--- config.mk ---
export PLATFORM = sky130hd
export DESIGN_NAME = ibex_cheri_fault_tracker
export DESIGN_NICKNAME = d
export VERILOG_FILES = /design/src/rtl/ibex_pkg.sv /design/src/rtl/ibex_cheri_cause_enc.sv /design/src/rtl/ibex_cheri_fault_tracker.sv
export SDC_FILE = /design/constraint.sdc
export NUM_CORES = 1
export LEC_CHECK = 0
export CAP_MARGIN = 20
export CORE_MARGIN = 2
export CORE_UTILIZATION = 43
export CTS_BUF_LIST = sky130_fd_sc_hd__clkbuf_8
export CTS_CLUSTER_SIZE = 16
export DETAILED_ROUTE_END_ITERATION = 7
export PLACE_DENSITY = 0.82
export SLEW_MARGIN = 20
export SYNTH_ARGS = -nofsm -noshare
export SYNTH_HDL_FRONTEND = slang
export SYNTH_SLANG_ARGS = --single-unit
--- constraint.sdc ---
create_clock -name clk_i -period 1.7 [get_ports clk_i]
set_input_delay 0.255 -clock clk_i [delete_from_list [all_inputs] [get_ports clk_i]]
set_output_delay 0.255 -clock clk_i [all_outputs]
set_load 0.1 [all_outputs]
--- src/rtl/ibex_pkg.sv ---
// ibex_pkg: shared CHERI checker constants for the fault tracker.
// Holds the checker exception-vector width, violation bit indices,
// the 5-bit CHERI cause codes and the fault-tracker FSM state enum.
package ibex_pkg;

  // Checker exception vector: one bit per violation class
  localparam int unsigned CheriExcWidth = 6;

  localparam int unsigned CHERI_TAG_VIOLATION            = 0;
  localparam int unsigned CHERI_SEAL_VIOLATION           = 1;
  localparam int unsigned CHERI_PERMIT_EXECUTE_VIOLATION = 2;
  localparam int unsigned CHERI_PERMIT_LOAD_VIOLATION    = 3;
  localparam int unsigned CHERI_PERMIT_STORE_VIOLATION   = 4;
  localparam int unsigned CHERI_LENGTH_VIOLATION         = 5;

  // CHERI cause codes reported to the controller
  localparam logic [4:0] CHERI_CAUSE_NONE           = 5'h00;
  localparam logic [4:0] CHERI_CAUSE_LENGTH         = 5'h01;
  localparam logic [4:0] CHERI_CAUSE_TAG            = 5'h02;
  localparam logic [4:0] CHERI_CAUSE_SEAL           = 5'h03;
  localparam logic [4:0] CHERI_CAUSE_PERMIT_EXECUTE = 5'h11;
  localparam logic [4:0] CHERI_CAUSE_PERMIT_LOAD    = 5'h12;
  localparam logic [4:0] CHERI_CAUSE_PERMIT_STORE   = 5'h13;

  typedef enum logic [1:0] {
    CFT_IDLE    = 2'd0,
    CFT_ACCESS  = 2'd1,
    CFT_PENDING = 2'd2
  } cheri_ft_state_e;

endpackage

--- src/rtl/ibex_cheri_cause_enc.sv ---
// ibex_cheri_cause_enc: priority encoder, checker exception vector -> cause code.
// Purely combinational, zero latency; no flow control.
// Ports: exc_i (violation vector), cause_o (5-bit cause, 0 when no bit set).
// Priority: TAG > SEAL > PERMIT_EXECUTE > PERMIT_LOAD > PERMIT_STORE > LENGTH.
module ibex_cheri_cause_enc
  import ibex_pkg::*;
(
  input  logic [CheriExcWidth-1:0] exc_i,
  output logic [4:0]               cause_o
);

  always_comb begin
    cause_o = CHERI_CAUSE_NONE;
    if (exc_i[CHERI_TAG_VIOLATION]) begin
      cause_o = CHERI_CAUSE_TAG;
    end else if (exc_i[CHERI_SEAL_VIOLATION]) begin
      cause_o = CHERI_CAUSE_SEAL;
    end else if (exc_i[CHERI_PERMIT_EXECUTE_VIOLATION]) begin
      cause_o = CHERI_CAUSE_PERMIT_EXECUTE;
    end else if (exc_i[CHERI_PERMIT_LOAD_VIOLATION]) begin
      cause_o = CHERI_CAUSE_PERMIT_LOAD;
    end else if (exc_i[CHERI_PERMIT_STORE_VIOLATION]) begin
      cause_o = CHERI_CAUSE_PERMIT_STORE;
    end else if (exc_i[CHERI_LENGTH_VIOLATION]) begin
      cause_o = CHERI_CAUSE_LENGTH;
    end
  end

endmodule

--- src/rtl/ibex_cheri_fault_tracker.sv ---
// ibex_cheri_fault_tracker: accumulates CHERI checker faults across the
// responses of one memory access and reports one prioritised fault.
// Latency: fault visible the cycle after the last response; stalls new
// accesses (access_ready_o=0) while a fault waits for fault_ack_i.
// Ports: access_start/rvalid/last + cheri_mem_exc/addr/auth_reg in;
//        fault_valid/cause/reg/addr out; fault_ack and flush control.
// Optional: CHERI_FAULT_COUNT_EN adds fault_count_o (saturating fault count).
module ibex_cheri_fault_tracker
  import ibex_pkg::*;
#(
  parameter bit DataMem = 1'b1
) (
  input  logic                     clk_i,
  input  logic                     rst_ni,
  input  logic                     access_start_i,
  input  logic                     access_rvalid_i,
  input  logic                     access_last_i,
  input  logic [CheriExcWidth-1:0] cheri_mem_exc_i,
  input  logic                     instr_upper_exc_i,
  input  logic                     instr_compressed_i,
  input  logic [31:0]              addr_i,
  input  logic [4:0]               auth_reg_i,
  input  logic                     fault_ack_i,
  input  logic                     flush_i,
  output logic                     access_ready_o,
  output logic                     fault_valid_o,
  output logic [4:0]               fault_cause_o,
  output logic [5:0]               fault_reg_o,
  output logic [31:0]              fault_addr_o
`ifdef CHERI_FAULT_COUNT_EN
  ,
  output logic [15:0]              fault_count_o
`endif
);

  cheri_ft_state_e            r_state;
  cheri_ft_state_e            w_state_nxt;
  logic [CheriExcWidth-1:0]   r_acc;
  logic [4:0]                 r_auth_reg;
  logic [31:0]                r_fault_addr;

  logic                       w_upper_fault;
  logic [CheriExcWidth-1:0]   w_exc_eff;
  logic [CheriExcWidth-1:0]   w_acc_upd;
  logic                       w_rsp;
  logic                       w_pending;
  logic [4:0]                 w_cause;

  // A 32-bit fetch whose upper halfword is out of bounds is a length fault
  // located at the upper halfword, hence the +2 on the captured address.
  assign w_upper_fault = !DataMem && instr_upper_exc_i && !instr_compressed_i;

  always_comb begin
    w_exc_eff = cheri_mem_exc_i;
    if (w_upper_fault) begin
      w_exc_eff[CHERI_LENGTH_VIOLATION] = 1'b1;
    end
  end

  assign w_acc_upd = r_acc | w_exc_eff;
  assign w_rsp     = (r_state == CFT_ACCESS) && access_rvalid_i;

  always_comb begin
    w_state_nxt = r_state;
    unique case (r_state)
      CFT_IDLE:    if (access_start_i) w_state_nxt = CFT_ACCESS;
      CFT_ACCESS:  if (w_rsp && access_last_i) begin
                     w_state_nxt = (|w_acc_upd) ? CFT_PENDING : CFT_IDLE;
                   end
      CFT_PENDING: if (fault_ack_i) w_state_nxt = CFT_IDLE;
      default:     w_state_nxt = CFT_IDLE;
    endcase
    if (flush_i) begin
      w_state_nxt = CFT_IDLE;
    end
  end

  always_ff @(posedge clk_i or negedge rst_ni) begin
    if (!rst_ni) begin
      r_state <= CFT_IDLE;
    end else begin
      r_state <= w_state_nxt;
    end
  end

  always_ff @(posedge clk_i or negedge rst_ni) begin
    if (!rst_ni) begin
      r_acc        <= '0;
      r_auth_reg   <= '0;
      r_fault_addr <= '0;
    end else if (flush_i) begin
      r_acc <= '0;
    end else begin
      // A start seen outside IDLE is not sampled, so a stray start in
      // ACCESS keeps the original authorising register and accumulator.
      if (r_state == CFT_IDLE && access_start_i) begin
        r_auth_reg <= auth_reg_i;
      end
      if (w_rsp) begin
        r_acc <= w_acc_upd;
        // Only the first faulting response records the address.
        if (r_acc == '0 && w_exc_eff != '0) begin
          r_fault_addr <= addr_i + (w_upper_fault ? 32'd2 : 32'd0);
        end
      end
      if (r_state == CFT_PENDING && fault_ack_i) begin
        r_acc <= '0;
      end
    end
  end

  ibex_cheri_cause_enc u_cause_enc (
    .exc_i   (r_acc),
    .cause_o (w_cause)
  );

  assign w_pending      = (r_state == CFT_PENDING);
  assign access_ready_o = !w_pending;
  assign fault_valid_o  = w_pending;
  assign fault_cause_o  = w_pending ? w_cause : 5'd0;
  assign fault_reg_o    = w_pending ? {1'b0, r_auth_reg} : 6'd0;
  assign fault_addr_o   = w_pending ? r_fault_addr : 32'd0;

`ifdef CHERI_FAULT_COUNT_EN
  logic [15:0] r_fault_count;

  always_ff @(posedge clk_i or negedge rst_ni) begin
    if (!rst_ni) begin
      r_fault_count <= '0;
    end else if (r_state == CFT_ACCESS && w_state_nxt == CFT_PENDING &&
                 r_fault_count != 16'hFFFF) begin
      r_fault_count <= r_fault_count + 16'd1;
    end
  end

  assign fault_count_o = r_fault_count;
`endif

endmodule
### Word level (Yosys, flattened, before mapping)

Cells that the tools add are included.
W data, S select, Z words.

* flip-flop bits (word level): 45
* bits in latches: 0
* memory bits (writable): 0
* ROM bits: 0
* output and inout bits: 45
* logic and storage cells: 43
* memories kept: 0

* add/subtract/negate cells: 0
* multiply operators: 0
* divide/modulo/power cells: 0
* magnitude comparators: 0
* equality and inequality tests: 5
* shifts and indexed selects: 0
* mux-type cells: 18
* bitwise gates (word level): 2
* reduce and logical (&&, ||, !) cells: 14

Operators by type and width (count)
* $mux W5: 7
* $mux W32: 1
* $mux W6: 3
* $mux W2: 5
* $logic_not A6 Y1: 1
* $ne A3 B3 Y1 const B: 2
* $or A6 B6 Y6: 1
* $pmux W2 S3: 1
* $reduce_and A3 Y1: 2
* $reduce_bool A6 Y1: 1
* $reduce_or A6 Y1: 1
* $logic_and A1 B1 Y1: 5
* $ne A3 B2 Y1 const B: 1
* $reduce_bool A3 Y1: 1
* $eq A2 B1 Y1 const B: 1
* $eq A2 B2 Y1 const B: 1
* $logic_not A2 Y1: 1
* $reduce_and A2 Y1: 1
* $logic_not A1 Y1: 1
* $mux W1: 1
* $not A1 Y1: 1

### Logic depth before layout (Yosys ltp)

Gate-level depths: netlist of the first run.

* depth after elaboration: 7
* gate-level depth with buffers: 5
* depth with buffers taken out: 4

### Modules after synthesis

A second synthesis of the first run with hierarchy kept.

* cell total of the unflattened synthesis: 173
* area, all modules: 2210.9 um^2

Modules (own cells, without submodules)
* ibex_cheri_fault_tracker: times used 1, cells each 163, area each 2154.6 um^2, seq. area each 1126.1 um^2
* ibex_cheri_cause_enc: times used 1, cells each 10, area each 56.3 um^2, seq. area each 0.0 um^2

### Worst setup path after synthesis of the first run

Ideal clock, no wire load.

* kind: reg2out
* start point: register r_state[0]
* end point: output fault_cause_o[4]
* arrival: 3.929 ns
* path slack: -2.484 ns
* cell stages (with the launch flop): 3
* path buffers: 0
* cell sequence: dfrtp_1 > nand2b_2 > nor4_1

* word-level cells in the longest chain between the ends: 2

RTL lines
* start, declared: RTL line ibex_cheri_fault_tracker.sv:36 `cheri_ft_state_e r_state;`
* start signal, assigned: RTL line ibex_cheri_fault_tracker.sv:82 `r_state <= w_state_nxt;`
* $eq A2 B2 Y1: RTL line ibex_cheri_fault_tracker.sv:117 `assign w_pending = (r_state == CFT_PENDING);`
* $mux W5: RTL line ibex_cheri_fault_tracker.sv:120 `assign fault_cause_o = w_pending ? w_cause : 5'd0;`
* end, declared: RTL line ibex_cheri_fault_tracker.sv:27 `output logic [4:0] fault_cause_o,`

Every way passes these cells.

### Final worst setup path of the first run

* start point: register r_state[0]
* end point: output fault_addr_o[19]

* word-level cells in the longest chain between the ends: 2

RTL lines
* $eq A2 B2 Y1: RTL line ibex_cheri_fault_tracker.sv:117
* $mux W32: RTL line ibex_cheri_fault_tracker.sv:122 `assign fault_addr_o = w_pending ? r_fault_addr : 32'd0;`
* end, declared: RTL line ibex_cheri_fault_tracker.sv:29 `output logic [31:0] fault_addr_o`

Every way passes these cells.

==> out/results.txt, run 1 <==
Cell family with the largest share of critical-path delay: flip-flops. Setup repair after global routing could not meet its margin everywhere. The final layout contains 336 nets. For this run, design rule violations remaining after detail routing come to 0. Max-cap violations in this run came to 0.

The mean routed wirelength per cell is 16.6 um, and the height of the die is 75.9 um. Total via count in the routed design: 1716. Summed over all layers, the routed wires come to 5880 um. The floorplan has 26 rows.

Entering global routing, the biggest net connects 22 pins. In this run, synthesis inferred 0 flip-flops with an integrated enable. The first global-routing pass estimated 9540 um of wire.

The die is 75.9 um wide. Number of flip-flops under the largest register name: 32. Leaving out fill and tap cells, the most frequent cells in the layout are sky130_fd_sc_hd__clkdlybuf4s50_1 (48), sky130_fd_sc_hd__buf_12 (47), sky130_fd_sc_hd__dfrtp_1 (44).

Number of placed I/O pins: 97. Setup violations remaining at the end of the flow were counted as 10. The congestion estimate from routability-driven global placement came to 0.799. The number of antenna violations at the first check in global routing is 0.

On the final layout, the worst clock skew is 0.0124 ns. TritonCTS built the clock tree. Leaving out filler cells and counting taps, the final layout contains 355. The flow ran to the end, but the final reports show violations. The register area share after synthesis was 0.507; the number of cells traversed by the worst register-to-register path was 5. After filler insertion, the fill cell instance count of the layout stands at 285. For the required time of the critical path, the log shows 1.44 ns. The detailed router finished its first iteration with 66 violations. The average instance in the mapped netlist occupies 13.2 um2. The clock insertion delay at the later pin of the skew report came out at 0.30 ns. The run gives 0.441 as the effective utilization at floorplan. The root buffer selected by CTS is sky130_fd_sc_hd__clkbuf_8. The area share of the largest cell type after synthesis came out at 0.507. The maximum fanout along the worst path is 11. By instance count, the cell type seen most on the critical path is sky130_fd_sc_hd__buf_12. VDD sags by at most 665 uV.

The clock-pin slew on the worst setup and hold paths was 0.09 ns; the async set-reset flop share out of synthesis was 1.00. The via density per instance is 4.83, and the share of the clock period used by the worst path after layout is 1.00. The core region is 5040 um2. The final hold violation count was 0.

The library cell used most frequently in the layout, excluding fill and tap cells, is sky130_fd_sc_hd__clkdlybuf4s50_1. The number of optimization iterations in the first detailed-route pass is 5, and the standby leakage power is 1.88 nW. The share of post-route cells with drive strength above 1 was 0.568; the number of input and output port buffers inserted was 91. At the worst endpoint, the arrival time is 1.45 ns. The run gives 0.227 as the total track usage. The final reports fail on setup timing.

Critical path's slowest cell: sky130_fd_sc_hd__dfrtp_1. No sink is reached through more buffers than the 2 on the longest clock path. From synthesis to final layout, the design area changed by 85.0%.

During synthesis, Yosys emitted a total of 0 warnings. Via count of the first global-routing pass: 1852. The number of levels the H-tree was split into is 2. Prior to clock tree synthesis, the placed netlist has a worst setup slack of -0.289 ns. The type of the setup path with the least slack was flip-flop to output pin. Counting every sink on the clock net gives 45. The final global-route overflow total was 0. The power density relative to cell area came out at 793 nW/um2. Timing would allow up to 586 MHz. The buffer and inverter count on the worst path is 3. Among all flip-flop cells after synthesis, the most frequent one is sky130_fd_sc_hd__dfrtp_1. The signal on the critical path passes through nand2b_4, inv_8, buf_12, and2_4, buf_12.

For the final routed database, the setup TNS stands at -0.0236 ns. The run gives -0.00659 ns as the least setup slack across all paths after layout. STA classifies the critical path startpoint as a flip-flop. The total chip power was 3.26 mW; the number of routed nets with antenna violations was 0.

Counting every instance in the synthesized netlist gives 168. The logs give 0.815 for the final standard cell utilization of the core and 29 for the count of cell types in the netlist. On the worst path, the slowest cell contributes a delay of 0.39 ns. The synthesized design spends more area on one cell type than any other, namely sky130_fd_sc_hd__dfrtp_1. The antenna diode count was 0. The area of the die was 5760 um2; the number of buffers created by CTS was 5. The wire-length estimate of the detail-placed layout is 4370 um. The synthesized design contains 45 register bits.

The critical path crosses 5 cells after its start point. The instance count after placement with tap cells included came out at 337. By area the synthesized netlist is led by sky130_fd_sc_hd__dfrtp_1 (51%), sky130_fd_sc_hd__mux2_4 (20%), sky130_fd_sc_hd__and2_1 (10%). The count of final max-slew check failures was 0. After synthesis the cells add up to 2220 um2. The sort of element at the end of the critical path is an output pin. The final critical path time including I/O delays and setup came out at 1.71 ns. The type of the tightest min-delay check is input port to async pin.
[worst register-to-register path: stages, from the launching register on]
cell                      delay, ns
sky130_fd_sc_hd__dfrtp_1       0.39
sky130_fd_sc_hd__nor3_2        0.23
sky130_fd_sc_hd__and3b_2       0.25
sky130_fd_sc_hd__nand4_4       0.18
sky130_fd_sc_hd__buf_12        0.22
sky130_fd_sc_hd__mux2_4        0.30
[final timing paths]
path                                                 to                      start  slack, ns
max                                    fault_addr_o[19]     r_state[0]$_DFFE_PN0P_     -0.007
min                           r_auth_reg[1]$_DFFE_PN0P_                     rst_ni       0.29
max reg2reg                r_fault_addr[12]$_DFFE_PN0P_       r_acc[4]$_DFFE_PN0P_       0.02
min reg2reg                   r_auth_reg[4]$_DFFE_PN0P_  r_auth_reg[4]$_DFFE_PN0P_       0.51
max in group asynchronous        r_state[1]$_DFFE_PN0P_                     rst_ni       0.90
min in group clk_i            r_auth_reg[4]$_DFFE_PN0P_  r_auth_reg[4]$_DFFE_PN0P_       0.51
[synthesized netlist by cell type, types with 2 or more instances]
cell and n:
sky130_fd_sc_hd__and2_1 37, sky130_fd_sc_hd__clkbuf_1 4, sky130_fd_sc_hd__nor2_1 9, sky130_fd_sc_hd__a21oi_1 7, sky130_fd_sc_hd__mux2_4 30, sky130_fd_sc_hd__buf_6 3, sky130_fd_sc_hd__buf_4 3, sky130_fd_sc_hd__mux2_2 7
sky130_fd_sc_hd__dfrtp_1 45, sky130_fd_sc_hd__nor4_1 2, sky130_fd_sc_hd__o21bai_1 2, sky130_fd_sc_hd__nand3_1 2
[logic make-up (layout without fill, tap and decap cells)]
family | Yosys count | count (layout) | share of synthesized area
simple gates | 60 | 60 | 0.182
other cells | 1 | 3 | 0.00169
mux | 37 | 37 | 0.238
buf+inv | 12 | 127 | 0.0355
flops | 45 | 45 | 0.507
compound gates | 13 | 13 | 0.0355
[timing repair]
action,CTS,global route
setup buffers,6,1
endpoints found under the hold margin,4,0
gates resized for setup,14,0
hold buffers,1,0
gates cloned,2,0
endpoints found under the setup margin,40,71
pin swaps,8,4
[metrics by stage]
step / area [um2] / hold slack [ns]
floorplan: 2370 / -0.0406
global placement: 3880 / 0.0847
detailed placement: 3880 / 0.0875
CTS: 4100 / 0.292
global route: 4110 / 0.312
finish: 4110 / 0.289
[area by class of cell]
class                           count  area (um2)  share of cell area
Inverter                            1        11.3             0.00274
Multi-Input combinational cell    113        1160               0.283
Clock inverter                      3        15.0             0.00365
Tap cell                           70        87.6              0.0213
Timing Repair Buffer              118        1640               0.398
Sequential cell                    45        1130               0.274
Clock buffer                        5        68.8              0.0167
[power by group]
part	internal, mW	switching, mW
registers	1.38	0.203
logic	0.642	0.400
clock network	0.279	0.357
[per-layer routing]
| metal | part of all wire | global-route usage | up-vias |
|---|---|---|---|
| met5 | 0 | 0 | - |
| met4 | 0.017 | 0.0624 | 0 |
| met3 | 0.059 | 0.0529 | 9 |
| met2 | 0.51 | 0.376 | 73 |
| met1 | 0.41 | 0.297 | 838 |
| li1 | - | - | 796 |
Power figures use the tool's default switching activity.
==> run 2, diff against run 1 <==
--- a/config.mk
+++ b/config.mk
@@ -9,3 +9,3 @@
 export CORE_MARGIN = 2
-export CORE_UTILIZATION = 43
+export CORE_UTILIZATION = 47
 export CTS_BUF_LIST = sky130_fd_sc_hd__clkbuf_8
@@ -13,3 +13,3 @@
 export DETAILED_ROUTE_END_ITERATION = 7
-export PLACE_DENSITY = 0.82
+export PLACE_DENSITY = 0.89
 export SLEW_MARGIN = 20
==> constraint.sdc (replaced) <==
create_clock -name clk_i -period 2 [get_ports clk_i]
set_input_delay 0.4 -clock clk_i [delete_from_list [all_inputs] [get_ports clk_i]]
set_output_delay 0.4 -clock clk_i [all_outputs]
set_load 0.1 [all_outputs]
==> run 2 against run 1 <==
  * Register-to-register slack improved by 0.18 ns
  * Largest cell class unchanged
  * The flow now finishes without violations
  * Sequential power fell by 14%
  * Sequential share of layout area grew 1.3 points
  * Sequential cell count unchanged
  * Total power shrank 16%
  * Combinational power decreased by 17%
  * Worst setup slack better by 0.019 ns
==> out/results.txt, run 2 (synthesized netlist as in run 1, its figures left out) <==
The number of routed nets with antenna violations came out at 0 (unchanged). The logs give 1.60 ns (+0.16 ns) for the required time of the critical path and 0 (unchanged) for the count of max-cap constraint violations. The final net count is 322 (-4.2%), and the total track usage is 0.234 (+0.00696). The final hold violation count was 0 (unchanged). The maximum fanout along the worst path was 19 (+8).

The run gives 105 (+59%) as the number of violations reported at the end of detailed-routing iteration 0. Depth of the critical timing path with buffers and inverters included: 5 (unchanged). The area growth from synthesis to final layout was 76.4%. The standby leakage power is 1.78 nW (-5.2%). The buffer and inverter count on the worst path is 3 (unchanged), and the signal arrival time at the worst endpoint is 1.59 ns (+0.14 ns).

The effective utilization at floorplan is 0.480 (+0.0393). The critical path is of the flip-flop to output pin type. The final weighted congestion in routability-driven placement is 0.763 (-4.5%). Leaving out fill and tap cells, the most frequent cells in the layout are sky130_fd_sc_hd__clkdlybuf4s50_1 (48), sky130_fd_sc_hd__buf_12 (47), sky130_fd_sc_hd__dfrtp_1 (44). The run gives 9160 um (-4.0%) as the first-pass GRT wire length. The worst path needs 1.99 ns of the cycle, external delays included.

The total DRC errors in the routed layout is 0 (unchanged), and the mean routed wirelength per cell is 18.7 um (+13%). The number of placed I/O pins was 97 (unchanged). The site row count is 25 (-3.8%). The run gives 45 (unchanged) as the CTS sink count.

The tools report the worst slew margin relative to its limit as 0.623. The tools report the sort of element at the end of the critical path as an output pin. The count of final max-slew check failures came out at 0 (unchanged). The sum of net half-perimeters after detailed placement was 4600 um (+5.3%); the number of levels the H-tree was split into was 2 (unchanged). The leading cell type in the layout, fill and taps excluded is sky130_fd_sc_hd__clkdlybuf4s50_1. On the critical path the largest part of the delay comes from buffers and inverters. The number of buffers created by CTS is 5 (unchanged). The tools report the pin count of the biggest net entering global routing as 46 (+110%). The area of the die came out at 5290 um2 (-8.1%). The hold slack is 0.179 ns (-0.110 ns). The run gives 1688 (-1.6%) as the total via count in the routed design. The share of post-route cells with drive strength above 1 was 0.548 (-0.0203).

Element type at the critical path start: a flip-flop. The clock skew after layout is 0.00767 ns (-0.00475 ns), and the instance count after placement with tap cells included is 311 (-7.7%). The number of buffers between clock root and the deepest sink was 2 (unchanged). The die boundary width was 72.8 um (-4.1%); the wire length reported by the detailed router was 6070 um (+3.3%). The tools report the root buffer selected by CTS as sky130_fd_sc_hd__clkbuf_8. The flow ran to the end, and the final reports show no timing, DRC or antenna violations.

TritonCTS built the clock tree. The total negative setup slack is 0 ns (+0.0236 ns), and the height of the die is 72.8 um (-4.1%). The share of the clock period used by the worst path after layout came out at 0.994. The final global-route overflow total was 0 (unchanged); the delay contributed by the slowest stage of the critical path was 0.45 ns (+0.06 ns).

The transition at the pin with the smallest max-transition slack is 0.566 ns, and the number of flip-flops under the largest register name is 32 (unchanged). The via density per instance was 5.21 (+7.8%); the maximum vdd ir drop was 461 uV (-31%). Total chip power: 2.75 mW (-16%). The power density relative to cell area was 701 nW/um2 (-12%). The type of the tightest min-delay check is input port to async pin. For this design, the slowest cell found on the critical path is sky130_fd_sc_hd__dfrtp_2. The non-filler instance count after layout is 324 (-8.7%). The clock-pin slew on the worst setup and hold paths is 0.08 ns (about the same), and the clock insertion delay at the later pin of the skew report is 0.29 ns (about the same). Setup repair after global routing could not meet its margin everywhere. For the highest attainable clock frequency, the log shows 503 MHz.

The filler cell count is 219 (-23%), and the number of optimization iterations in the first detailed-route pass is 4 (-1). Counting stages on the worst path, the most repeated cell is sky130_fd_sc_hd__buf_12. The number of input and output port buffers inserted is 91 (unchanged), and the core area is 4630 um2 (-8.2%).

The logs give 0 (unchanged) for the number of antenna violations at the first check in global routing and 0 (-10) for the number of setup violations in the final report. The number of cells traversed by the worst register-to-register path is 5 (unchanged). The via count of the first global-routing pass was 1802 (-2.7%). The critical path goes through nand2b_4, clkinvlp_4, buf_12, and2_2, buf_12. The antenna diode count was 0 (unchanged). The run gives 0 (-1) as the number of buffers added to fix hold violations after cts.
==> run 2: changes by cell type in the layout (fill, tap and decap cells not counted), moves of 4 or more <==
cell,previous run,this run
sky130_fd_sc_hd__and2_4,37,23
sky130_fd_sc_hd__buf_4,15,7
sky130_fd_sc_hd__buf_6,4,0
sky130_fd_sc_hd__and2_2,0,14
==> run 2: path summary, 6_finish.rpt <==
| kind | start | to | slack [ns] |
|---|---|---|---|
| max | r_state[1]$_DFFE_PN0P_ | fault_addr_o[7] | 0.01 |
| min | rst_ni | r_fault_addr[7]$_DFFE_PN0P_ | 0.18 |
| max reg2reg | r_acc[4]$_DFFE_PN0P_ | r_fault_addr[14]$_DFFE_PN0P_ | 0.20 |
| min reg2reg | r_fault_addr[5]$_DFFE_PN0P_ | r_fault_addr[5]$_DFFE_PN0P_ | 0.51 |
| max in group asynchronous | rst_ni | r_state[1]$_DFFE_PN0P_ | 1.41 |
| min in group clk_i | r_fault_addr[5]$_DFFE_PN0P_ | r_fault_addr[5]$_DFFE_PN0P_ | 0.51 |
==> run 2: through the flow <==
step | utilization | setup slack, ns | cell area (um2)
after floorplan | - | -0.340 | 2350
after global placement | 0.812 | -0.136 | 3760
after detailed placement | 0.812 | -0.166 | 3760
after CTS | 0.835 | 0.0371 | 3870
after global routing | 0.847 | -0.0279 | 3920
final | 0.847 | 0.0120 | 3920
==> run 2: layout make-up <==
type                            instances  area (um2)  share of cell area
Timing Repair Buffer                  104        1500               0.384
Multi-Input combinational cell        113        1140               0.290
Sequential cell                        45        1130               0.288
Clock buffer                            5        68.8              0.0176
Tap cell                               54        67.6              0.0172
Clock inverter                          2        8.76             0.00223
Inverter                                1        7.51             0.00192
==> run 2: metal layers <==
metal	routed length, um	vias to the layer above	track usage
met5	0	-	0
met2	3370	71	0.418
met4	257	0	0.126
met3	275	18	0.0456
li1	-	766	-
met1	2170	833	0.260
==> run 2: repair_timing <==
item                                    4_1_cts  5_1_grt
endpoints found under the setup margin       37       38
resized for setup                             0        3
setup buffers                                 2        3
gates cloned                                  0        1
pin swaps                                     0        7
==> run 2: report_power, final <==
| part | leakage (nW) | internal [mW] | total, mW | switching [mW] |
|---|---|---|---|---|
| clock | 0.0452 | 0.233 | 0.526 | 0.293 |
| combinational | 1.19 | 0.522 | 0.866 | 0.344 |
| sequential | 0.552 | 1.17 | 1.36 | 0.184 |
| total | 1.78 | 1.93 | 2.75 | 0.820 |
==> run 3, diff against run 2 <==
GPL_ROUTABILITY_DRIVEN = 0   (was default)
==> results of run 3 <==
Same layout as run 2: the final DEF is identical, and so are final timing and power.
